## src/rtl/soc_bus_pkg.sv

```systemverilog
// Shared types and default address map for the SoC shared-bus interconnect.
package soc_bus_pkg;

  typedef enum logic [1:0] {
    ST_IDLE = 2'd0,
    ST_REQ  = 2'd1,
    ST_RSP  = 2'd2,
    ST_ERR  = 2'd3
  } bus_state_t;

  localparam logic [31:0] BUS_ERR_DATA = 32'hDEAD_BEEF;

  // Default map: 256 MiB regions selected by the top address nibble.
  localparam logic [31:0] ROM_BASE    = 32'h0000_0000;
  localparam logic [31:0] RAM_BASE    = 32'h1000_0000;
  localparam logic [31:0] PERIPH_BASE = 32'h2000_0000;
  localparam logic [31:0] REGION_MASK = 32'hF000_0000;

  function automatic int unsigned idx_width(input int unsigned n);
    return (n > 1) ? $clog2(n) : 1;
  endfunction

endpackage

```

## src/rtl/soc_bus_rr_arb.sv

```systemverilog
// Round-robin arbiter: first requester at or after ptr (wrapping) gets a one-hot grant.
module soc_bus_rr_arb #(
  parameter int unsigned N  = 2,
  parameter int unsigned IW = 1
) (
  input  logic [N-1:0]  req,
  input  logic [IW-1:0] ptr,
  output logic [N-1:0]  gnt,
  output logic [IW-1:0] gnt_idx,
  output logic          gnt_any
);

  always_comb begin
    gnt     = '0;
    gnt_idx = '0;
    gnt_any = 1'b0;
    for (int unsigned i = 0; i < N; i++) begin
      if (!gnt_any && req[(32'(ptr) + i) % N]) begin
        gnt_any = 1'b1;
        gnt_idx = IW'((32'(ptr) + i) % N);
      end
    end
    if (gnt_any) gnt[gnt_idx] = 1'b1;
  end

endmodule

```

## src/rtl/soc_bus_xbar.sv

```systemverilog
// Shared-bus interconnect: NUM_M masters, NUM_S address-decoded slaves, one transaction in flight.
module soc_bus_xbar
  import soc_bus_pkg::*;
#(
  parameter int unsigned          NUM_M   = 2,
  parameter int unsigned          NUM_S   = 3,
  parameter int unsigned          AW      = 32,
  parameter int unsigned          DW      = 32,
  parameter logic [NUM_S*AW-1:0]  S_BASE  = {PERIPH_BASE, RAM_BASE, ROM_BASE},
  parameter logic [NUM_S*AW-1:0]  S_MASK  = {REGION_MASK, REGION_MASK, REGION_MASK},
  parameter int unsigned          TIMEOUT = 255
) (
  input  logic                    clk,
  input  logic                    rst,
  input  logic [NUM_M-1:0]        m_req_valid,
  output logic [NUM_M-1:0]        m_req_ready,
  input  logic [NUM_M*AW-1:0]     m_req_addr,
  input  logic [NUM_M-1:0]        m_req_we,
  input  logic [NUM_M*DW-1:0]     m_req_wdata,
  input  logic [NUM_M*DW/8-1:0]   m_req_be,
  output logic [NUM_M-1:0]        m_rsp_valid,
  output logic [DW-1:0]           m_rsp_rdata,
  output logic                    m_rsp_err,
  output logic [NUM_S-1:0]        s_req_valid,
  input  logic [NUM_S-1:0]        s_req_ready,
  output logic [AW-1:0]           s_req_addr,
  output logic                    s_req_we,
  output logic [DW-1:0]           s_req_wdata,
  output logic [DW/8-1:0]         s_req_be,
  input  logic [NUM_S-1:0]        s_rsp_valid,
  input  logic [NUM_S*DW-1:0]     s_rsp_rdata
);

  localparam int unsigned BW  = DW / 8;
  localparam int unsigned MIW = idx_width(NUM_M);
  localparam int unsigned SIW = idx_width(NUM_S);
  localparam int unsigned CW  = (TIMEOUT > 0) ? $clog2(TIMEOUT + 1) : 1;

  bus_state_t     state;
  logic [MIW-1:0] ptr;
  logic [MIW-1:0] gnt_q;
  logic [SIW-1:0] hit_q;
  logic [CW-1:0]  cnt;

  logic [NUM_M-1:0] gnt_oh;
  logic [MIW-1:0]   gnt_idx;
  logic             gnt_any;
  logic [AW-1:0]    sel_addr;
  logic             dec_hit;
  logic [SIW-1:0]   dec_idx;
  logic             tmo;

  soc_bus_rr_arb #(
    .N  (NUM_M),
    .IW (MIW)
  ) u_arb (
    .req     (m_req_valid),
    .ptr     (ptr),
    .gnt     (gnt_oh),
    .gnt_idx (gnt_idx),
    .gnt_any (gnt_any)
  );

  // Acceptance is same-cycle in IDLE; held low while reset is asserted.
  assign m_req_ready = (state == ST_IDLE && !rst) ? gnt_oh : '0;

  assign tmo = (TIMEOUT != 0) && (cnt == CW'(TIMEOUT));

  // Address decode of the granted master; lowest slave index wins on overlap.
  always_comb begin
    sel_addr = m_req_addr[int'(gnt_idx)*AW +: AW];
    dec_hit  = 1'b0;
    dec_idx  = '0;
    for (int i = int'(NUM_S) - 1; i >= 0; i--) begin
      if ((sel_addr & S_MASK[i*AW +: AW]) == S_BASE[i*AW +: AW]) begin
        dec_hit = 1'b1;
        dec_idx = SIW'(i);
      end
    end
  end

  always_ff @(posedge clk or posedge rst) begin
    if (rst) begin
      state       <= ST_IDLE;
      ptr         <= '0;
      gnt_q       <= '0;
      hit_q       <= '0;
      cnt         <= '0;
      m_rsp_valid <= '0;
      m_rsp_rdata <= '0;
      m_rsp_err   <= 1'b0;
      s_req_valid <= '0;
      s_req_addr  <= '0;
      s_req_we    <= 1'b0;
      s_req_wdata <= '0;
      s_req_be    <= '0;
    end else begin
      m_rsp_valid <= '0;
      case (state)
        ST_IDLE: begin
          if (gnt_any) begin
            ptr         <= (gnt_idx == MIW'(NUM_M - 1)) ? '0 : gnt_idx + MIW'(1);
            gnt_q       <= gnt_idx;
            hit_q       <= dec_idx;
            cnt         <= '0;
            s_req_addr  <= sel_addr;
            s_req_we    <= m_req_we[gnt_idx];
            s_req_wdata <= m_req_wdata[int'(gnt_idx)*DW +: DW];
            s_req_be    <= m_req_be[int'(gnt_idx)*BW +: BW];
            if (dec_hit) begin
              s_req_valid <= NUM_S'(1) << dec_idx;
              state       <= ST_REQ;
            end else begin
              state <= ST_ERR;
            end
          end
        end
        ST_REQ: begin
          if (s_req_ready[hit_q]) begin
            s_req_valid <= '0;
            cnt         <= cnt + CW'(1);
            state       <= ST_RSP;
          end else if (tmo) begin
            s_req_valid <= '0;
            state       <= ST_ERR;
          end else begin
            cnt <= cnt + CW'(1);
          end
        end
        ST_RSP: begin
          // Only the addressed slave can complete; stray responses are dropped.
          if (s_rsp_valid[hit_q]) begin
            m_rsp_valid <= NUM_M'(1) << gnt_q;
            m_rsp_rdata <= s_rsp_rdata[int'(hit_q)*DW +: DW];
            m_rsp_err   <= 1'b0;
            state       <= ST_IDLE;
          end else if (tmo) begin
            state <= ST_ERR;
          end else begin
            cnt <= cnt + CW'(1);
          end
        end
        ST_ERR: begin
          m_rsp_valid <= NUM_M'(1) << gnt_q;
          m_rsp_rdata <= DW'(BUS_ERR_DATA);
          m_rsp_err   <= 1'b1;
          state       <= ST_IDLE;
        end
        default: state <= ST_IDLE;
      endcase
    end
  end

endmodule

```

## config.mk

```make
export PLATFORM = sky130hd
export DESIGN_NAME = soc_bus_xbar
export DESIGN_NICKNAME = d
export VERILOG_FILES = /design/src/rtl/soc_bus_pkg.sv /design/src/rtl/soc_bus_rr_arb.sv /design/src/rtl/soc_bus_xbar.sv
export SDC_FILE = /design/constraint.sdc
export NUM_CORES = 1
export LEC_CHECK = 0
export CORE_AREA = 2 2 137 139
export DETAILED_ROUTE_END_ITERATION = 10
export DIE_AREA = 0 0 139 141
export PLACE_DENSITY_LB_ADDON = 0.3
export SLEW_MARGIN = 15
export SYNTH_ARGS = -nofsm -noshare
export SYNTH_HDL_FRONTEND = slang
export SYNTH_SLANG_ARGS = --single-unit
```

## constraint.sdc

```tcl
create_clock -name clk -period 9.3 [get_ports clk]
set_input_delay 1.86 -clock clk [delete_from_list [all_inputs] [get_ports clk]]
set_output_delay 1.86 -clock clk [all_outputs]
set_load 0.02 [all_outputs]
```

==> Word-level counts from Yosys, hierarchy flattened <==
Index checks and enable logic that the tools add are counted.
{ "op_classes": {"n_addsub": 3, "shift": 6, "magnitude_cmp": 5, "eq_ne": 11, "n_reduce_logical": 14, "n_mux": 47} }
{ "ops": {"columns": ["operator", "n"], "rows": [
  ["indexed part select 64 x 7 -> 32 bit", 2],
  ["indexed part select 96 x 8 -> 32 bit", 1],
  ["case mux 32 bit (2 select lines)", 1],
  ["logical NOT 32 bit", 1],
  ["2-to-1 mux 32 bit", 1],
  ["2-to-1 mux 8 bit", 4],
  ["case mux 8 bit (3 select lines)", 1],
  ["2-to-1 mux 2 bit", 11],
  ["2-to-1 mux 1 bit", 18],
  ["2-to-1 mux 3 bit", 4],
  ["adder 8 x 1 -> 8 bit, second input constant", 1],
  ["== test 8 bit, second input constant", 1],
  ["inequality test 2 bit, second input constant", 4],
  ["case mux 2 bit (4 select lines)", 1],
  ["indexed part select 8 x 4 -> 4 bit", 1],
  ["< comparator 1 x 2 -> 1 bit, second input constant", 3],
  ["case mux 3 bit (2 select lines)", 1],
  ["binary-select mux 1 bit (select 2 bit)", 2],
  ["== test 2 bit, second input constant", 2],
  ["== test 4 x 1 -> 1 bit, second input constant", 1],
  ["== test 4 x 2 -> 1 bit, second input constant", 1],
  ["case mux 2 bit (2 select lines)", 1],
  ["AND reduction 2 bit", 2],
  ["AND reduction 4 bit", 1],
  ["other kinds (15)", 20]
]} }
{ "totals": {"regBits": 121, "wordCells": 99, "input_bits": 244} }

==> Logic depth before layout (Yosys ltp) <==
{ "depth": {"word_depth": 15, "depth_mapped": 9} }

==> By module <==
From an unflattened synthesis, not the netlist that was laid out.
{ "hier_totals": {"cells_unflattened": 624, "area_unflattened_um2": 6214.7} }
{ "modules_own_cells": {"columns": ["mod", "seq_area_each_um2", "instances", "cells_each", "area_per_inst_um2"], "rows": [
  ["soc_bus_xbar", 3027.9, 1, 619, 6182.2],
  ["soc_bus_rr_arb", 0.0, 1, 5, 32.5]
]} }

==> Worst setup path before layout <==
OpenSTA, ideal clock, no wires.
{ "synth_path": {"kind": "in2out", "start": "input rst", "end": "output m_req_ready[1]", "path_stages": 2, "required_ns": 7.440, "t_arrival_ns": 4.937, "n_path_buf": 0, "path_slack_ns": 2.503, "cell_sequence": "inv_1 > and3_1"} }
{ "synth_between": {"elab_chain_len": 3} }
{ "synth_lines": {"columns": ["item", "line", "text"], "rows": [
  ["start: declaration", "soc_bus_xbar.sv:14", "input logic rst,"],
  ["logical NOT 1 bit (no line)", null, null],
  ["logical AND 1 bit", "soc_bus_xbar.sv:65", "assign m_req_ready = (state == ST_IDLE && !rst) ? gnt_oh : '0;"],
  ["2-to-1 mux 2 bit", "soc_bus_xbar.sv:65", null],
  ["end: declaration", "soc_bus_xbar.sv:16", "output logic [NUM_M-1:0] m_req_ready,"]
]} }
No other way between the ends.

==> Worst setup path after layout <==
{ "layout_path": {"start": "input m_req_valid[1]", "end": "output m_req_ready[1]"} }
{ "layout_between": {"elab_chain_len": 12} }
{ "layout_lines": {"columns": ["item", "line", "text"], "rows": [
  ["start: declaration", "soc_bus_xbar.sv:15", "input logic [NUM_M-1:0] m_req_valid,"],
  ["2-to-1 mux 1 bit (implied by the code) (2 in a row)", "soc_bus_rr_arb.sv:18", "if (!gnt_any && req[(32'(ptr) + i) % N]) begin"],
  ["2-to-1 mux 1 bit", "soc_bus_rr_arb.sv:18", null],
  ["logical NOT 1 bit", "soc_bus_rr_arb.sv:18", null],
  ["logical AND 1 bit", "soc_bus_rr_arb.sv:18", null],
  ["2-to-1 mux 1 bit", "soc_bus_rr_arb.sv:18", null],
  ["< comparator 1 x 2 -> 1 bit (implied by the code) or >= comparator 1 bit (tied branches)", "soc_bus_rr_arb.sv:23", "if (gnt_any) gnt[gnt_idx] = 1'b1;"],
  ["logical AND 1 bit (implied by the code)", "soc_bus_rr_arb.sv:23", null],
  ["2-to-1 mux 1 bit (implied by the code)", "soc_bus_rr_arb.sv:23", null],
  ["demux 1 bit (select 1 bit)", null, null],
  ["2-to-1 mux 2 bit *", "soc_bus_rr_arb.sv:23", null],
  ["2-to-1 mux 2 bit *", "soc_bus_xbar.sv:65", null]
]} }
Every way passes the cells marked *; elsewhere a longest branch is shown, timed or not. The select of a mux whose other input is x is not followed.

==> impl_metrics.csv <==
group,metric,value,unit
detailed_routing,vias_per_cell,4.98,
synth,synthArstFlopShare,100,%
synth,post_synth_edffs,0,
clocking,clk_root_buffer_cell,"clkbuf_16",
worst_setup_path,critPathArrivalTime,4.18,ns
global_route,vias_in_the_first_global_route,6187,
global_route,grt_util_all_layers,20.7,%
power_and_ir_drop,leakage_dissipation,4.22,nW
clocking,cts_max_level,4,
synth,mappedNetlistArea,6250,µm²
clocking,cts-hold-fix-buffers,0,
synth,post_synth_main_area_contributors,"dfrtp_1, nand2_1, a31oi_1",
worst_setup_path,crit_required,7.44,ns
synth,synth_largest_area_cell,"dfrtp_1",
clocking,cts.reportedPaths.clkPinSlew,0.05,ns
worst_hold_path,hold_class,"reg -> reg",
cells_and_area,seq_area,3030,µm²
status,run_status,"finished, final reports clean",
timing,hold-worst-slack,0.468,ns
global_route,number_of_antenna_violations_at_the_first_check_in_global_routing,0,
timing,drv_slew,0,
clocking,numCtsBuffers,17,
timing,final-setup-viol-count,0,
detailed_routing,routed_length_per_placed_instance,16.2,µm
synth,synth.top_cell.area_share,48.4,%
clocking,clk-insertion-delay-late,0.41,ns
timing,setup_repair_after_global_routing_missed_its_margin,"no",
clocking,cts-root-to-sink-buffers,2,
worst_setup_path,critical_path.max_fanout,69,
timing,worst_pin_slew,1.09,ns
floorplan,initial_utilization,34.2,%
floorplan,dieWidth,139,µm
placed_design,place_congestion,0.866,
floorplan,floorplan.io_pins,353,
synth,synth.distinct_cells,49,
floorplan,dieArea,19600,µm²
cells_and_area,areaGrowthSynthToFinish,67.6,%
power_and_ir_drop,power.density_cell_area,307,nW/µm²
worst_setup_path,path_type_of_the_worst_setup_path,"in -> out",
synth,yosys_register_bits,121,
floorplan,die_height,141,µm
placed_design,dp_hpwl,15400,µm
timing,timing.final.crit_period,6.04,ns
clocking,cts.sink_count,121,
worst_setup_path,worst_setup_path_end_kind,"output pin",
clocking,cts_resized,0,
detailed_routing,finalWirelength,20600,µm
synth,yosysSeqAreaShare,48.4,%
clocking,post-cts-setup-buffers,0,
placed_design,count_of_buffers_from_port_buffering,352,
synth,avgSynthCellArea,8.96,µm²
cells_and_area,nNetsFinal,1273,
detailed_routing,detailedRoute.firstPassIterationCount,4,
detailed_routing,detail_route.drc_violations,0,
clocking,cts_tree,"yes",
synth,yosys_most_used_dff,"dfrtp_1",
placed_design,post-place-ws,3.26,ns
timing,final_min_period_over_clock_period,65.0,%
global_route,grt_remaining_overflow,0,
cells_and_area,final_layout_size_suffix_gt1_share,6.56,%
cells_and_area,multi_input_area,2980,µm²
cells_and_area,n_fill_cell,1624,
synth,mappedNetlistNets,947,
timing,final_number_of_hold_violating_endpoints,0,
synth,netlist_instances,698,
cells_and_area,finish.cell_count_without_fillers,1270,
power_and_ir_drop,worst_ir_drop_vdd,0.138,mV
timing,finalWorstSetupSlack,3.26,ns
cells_and_area,antenna_cells_inserted,0,
job,drv.max_cap_violation_count,0,
worst_setup_path,rrSetupSlack,6.53,ns
timing,finClkSkew,0.00753,ns
worst_setup_path,startpoint_type,"input pin",
detailed_routing,vias,6329,
timing,timing.setup.tns,0,ns
detailed_routing,postRouteAntennaNets,0,
timing,worst_slew_margin_rel,27.1,%
timing,achievable_clock_frequency,166,MHz
floorplan,placement_rows,50,
floorplan,fp.coreArea,18300,µm²
global_route,grt_max_degree,115,
synth,yosysWarningCount,0,
detailed_routing,drt_iter0_markers,258,
placed_design,dpl.cell_count,1239,
global_route,wire_length_of_the_first_global_routing_pass,32300,µm
-- final cells by class --
cell class,count,share of cell area (%)
repair buffers,358,34.1
flip-flops and latches,121,28.9
multi-input cells,517,28.4
clock buffers,23,4.56
well taps,234,2.79
clock inverters,8,0.907
inverters,9,0.346
-- synthesized netlist by cell type, types with 3 or more instances --
master / number
a211o_1: 3
a21oi_1: 39
a22o_1: 9
a31oi_1: 68
buf_2: 19
clkbuf_1: 27
dfrtp_1: 121
ha_1: 5
inv_1: 9
mux2_2: 22
mux2i_1: 38
nand2_1: 156
nand3_1: 4
nor2_1: 76
nor2b_1: 3
nor3_1: 5
nor4b_1: 4
o21ai_0: 41
o21ai_1: 3
o22ai_1: 3
-- flip-flops by register name, summed over array words and instances, names as in the netlist --
name	count
cnt	8
s_req_wdata	32
hit_q	2
ptr	1
m_rsp_err	1
m_rsp_rdata	32
gnt_q	1
s_req_we	1
state	2
s_req_valid	3
s_req_addr	32
s_req_be	4
m_rsp_valid	2
-- worst max-delay path, cell delays in order --
cell and delay (ns):
clkdlybuf4s50_1 0.63, inv_1 0.16, nor2_4 0.12, buf_4 0.55
and3_1 0.25, clkdlybuf4s50_1 0.60
-- cell usage in the layout (no fill, tap or decap), types with 3 or more instances in the layout --
cell             synthesis  final
a31oi_1                 68     68
a22o_1                   9      9
buf_4                    2      6
o21ai_0                 41     41
nor3_1                   5      5
o21ai_1                  3      3
clkbuf_1                27      3
a211o_1                  3      3
clkinv_2                 0      4
clkbuf_8                 0      3
dfrtp_1                121    120
clkbuf_16                0     17
clkdlybuf4s50_1          0    352
nor2_1                  76     74
nand3_1                  4      4
mux2_2                  22     22
ha_1                     5      5
o22ai_1                  3      3
inv_1                    9      8
nand2_1                156    155
nor4b_1                  4      4
mux2i_1                 38     38
a21oi_1                 39     39
-- layer usage --
metal	track usage, %	vias up	routed length (µm)	part of all wire [%]
met5	0	-	0	0
met4	6.43	0	312	1.5
met3	8.25	24	2030	9.8
met2	36.0	267	10200	50
met1	23.4	2933	8030	39
li1	-	3105	-	-
-- path summary, 6_finish.rpt --
path,from,endpoint,depth (start not counted)
hold reg to reg,gnt_q$_DFFE_PP0P_,m_rsp_valid[0]$_DFF_PP0_,1
setup reg to reg,hit_q[1]$_DFFE_PP0P_,m_rsp_rdata[6]$_DFFE_PP0P_,6
setup / recovery,m_req_valid[1],m_req_ready[1],6
max in group asynchronous,rst,s_req_be[3]$_DFFE_PP0P_,3
hold / removal,gnt_q$_DFFE_PP0P_,m_rsp_valid[0]$_DFF_PP0_,1
min in group asynchronous,rst,s_req_be[0]$_DFFE_PP0P_,2
-- power breakdown --
part / internal (mW) / total, mW / switching, mW
registers: 0.775 / 0.931 / 0.156
logic: 0.785 / 1.65 / 0.861
clock network: 0.412 / 0.640 / 0.228
total: 1.97 / 3.22 / 1.25
-- per-stage QoR --
step / total power [mW] / util [%] / area, µm²
4_1_cts: 3.25 / 57.4 / 10500
3_3_place_gp: 2.58 / 54.2 / 9910
3_5_place_dp: 2.60 / 54.2 / 9910
5_1_grt: 3.42 / 57.4 / 10500
2_1_floorplan: 1.85 / - / 6250
6_report: 3.22 / 57.4 / 10500
-- cell families (layout without fill, tap and decap cells) --
| group | Yosys count | in the layout | share of synthesized area, % |
|---|---|---|---|
| AO/OA/AOI/OAI | 186 | 186 | 18.4 |
| XOR/XNOR | 2 | 2 | 0.280 |
| multiplexers | 63 | 63 | 10.6 |
| AND/OR/NAND/NOR | 261 | 261 | 17.0 |
| adder cells (fa/ha/maj) | 5 | 5 | 1.00 |
| flip-flops | 121 | 121 | 48.4 |
| buffers and inverters | 60 | 398 | 4.22 |
(Power assumes the default switching activity.)
==> RTL edit: new RTL, config.mk and constraints unchanged <==
Reset style: synchronous (`rst`), changed in one clocked block.
--- a/src/rtl/soc_bus_xbar.sv
+++ b/src/rtl/soc_bus_xbar.sv
@@ -79,7 +79,7 @@
     end
   end
 
-  always_ff @(posedge clk or posedge rst) begin
+  always_ff @(posedge clk) begin
     if (rst) begin
       state       <= ST_IDLE;
       ptr         <= '0;
Function: differs if rst is asserted again (counterexample within 4 cycles, from zero or initial values and one cycle with rst high); with rst held inactive, the same outputs for 4 cycles.
==> RTL edit against the unedited design <==
- register-to-register slack improved by 0.25 ns
- sequential cell count did not move
- worst setup slack got worse by 0.22 ns
- clock power rose by 8.3%
- synthesized area fell by 11%
- power fell by 20%
- design area fell by 5.9%
- sequential power fell by 19%
- wire length rose by 2.3%
- critical path type unchanged
- largest power group unchanged
==> RTL edit: results (changes against the unedited design) <==
FFs w/ async S/R, synth: 0% (-100 points)
CP arrival: 4.40 ns (+0.22 ns)
XOR/XNOR share of the synthesized area: 0.789% (+0.51 points)
Met2 Usage GRT: 34.4% (-1.5 points)
Met2 wire length: 9.95 mm (-2.4%)
WL met3: 1.84 mm (-9.0%)
Share of cells above drive strength 1: 5.13% (-1.4 points)
Nets: 1249 (-1.9%)
Crit-path max FO: 67 (-2.9%)
Vias in the first global route: 5949 (-3.8%)
Unique masters post-synth: 53 (+8.2%)
GP Congestion: 0.791 (-8.7%)
GRT Resource Usage Total: 20.8% (+0.15 points)
Maximum vdd drop: 0.000129 V (-6.2%)
Syn nets: 920 (-2.9%)
P_sw: 0.933 mW (-25%)
CP max stage delay: 0.73 ns (+0.10 ns)
Actual slew at the worst max-slew pin: 0.776 ns (-0.317 ns)
Multiplexer area fraction after synthesis: 6.67% (-4.0 points)
Fillers: 1714 (+5.5%)
Post-synthesis adder-cell area fraction: 1.13% (+0.13 points)
Leak: 3.78 nW (-10%)
Clock share of power: 27.0% (+7.1 points)
Post-synthesis compound-gate area fraction: 23.1% (+4.7 points)
Post-synth top cells: 167 x nand2_1, 121 x dfxtp_1, 66 x a22oi_1
Initial antenna violation count: 1 (+1)
Status: completed
DPL Wire Length: 15.6 mm (+1.6%)
Final WL: 21.0 mm (+2.3%)
Clock Skew: 0.00859 ns (+0.00106 ns)
DRT met1 WL: 8.75 mm (+9.0%)
[RTL edit: cell count changes after synthesis, sizes merged, moves of 8 or more]
cell and delta:
a21oi -22, a22o -9, a22oi +66, a31oi -66, dfrtp -121, dfxtp +121
mux2 -25, nand2 +11, nand3 +9, nor2 -30, o21ai -8, o22ai +21
[RTL edit: final cells by class]
cell class / count / area share, %
timing repair buffer: 359 / 36.2
multi-input combinational: 492 / 29.5
antenna: 1 / 0.0254
clock inverter: 10 / 1.43
sequential: 121 / 24.6
tap: 234 / 2.97
inverter: 9 / 0.343
clock buffer: 22 / 4.91
[RTL edit: through the flow]
stage	hold slack, ns	std cells	power [mW]	cell area [sq um]	worst slack, ns
6_report	0.444	1248	2.57	9860	3.04
5_1_grt	0.461	1248	2.72	9860	2.88
4_1_cts	0.446	1247	2.60	9850	3.04
3_5_place_dp	0.438	1215	1.89	9220	3.03
3_3_place_gp	0.429	1215	1.88	9220	3.08
2_1_floorplan	0.413	671	1.38	5550	4.61
[RTL edit: critical path: cells and delay by family]
kind | cells | cell delay, ns
buffers and inverters | 3 | 2.03
AND/OR/NAND/NOR | 2 | 0.45
[RTL edit: path summary, 6_finish.rpt]
check,startpoint,to,slack (ns),cells after the start
worst min register to register,gnt_q$_SDFFE_PP0P_,m_rsp_valid[0]$_SDFF_PP0_,0.44,1
worst min-delay path,gnt_q$_SDFFE_PP0P_,m_rsp_valid[0]$_SDFF_PP0_,0.44,1
worst max-delay path,m_req_valid[1],m_req_ready[1],3.04,5
worst max register to register,hit_q[1]$_SDFFE_PP0P_,m_rsp_rdata[14]$_SDFFE_PP0P_,6.78,6
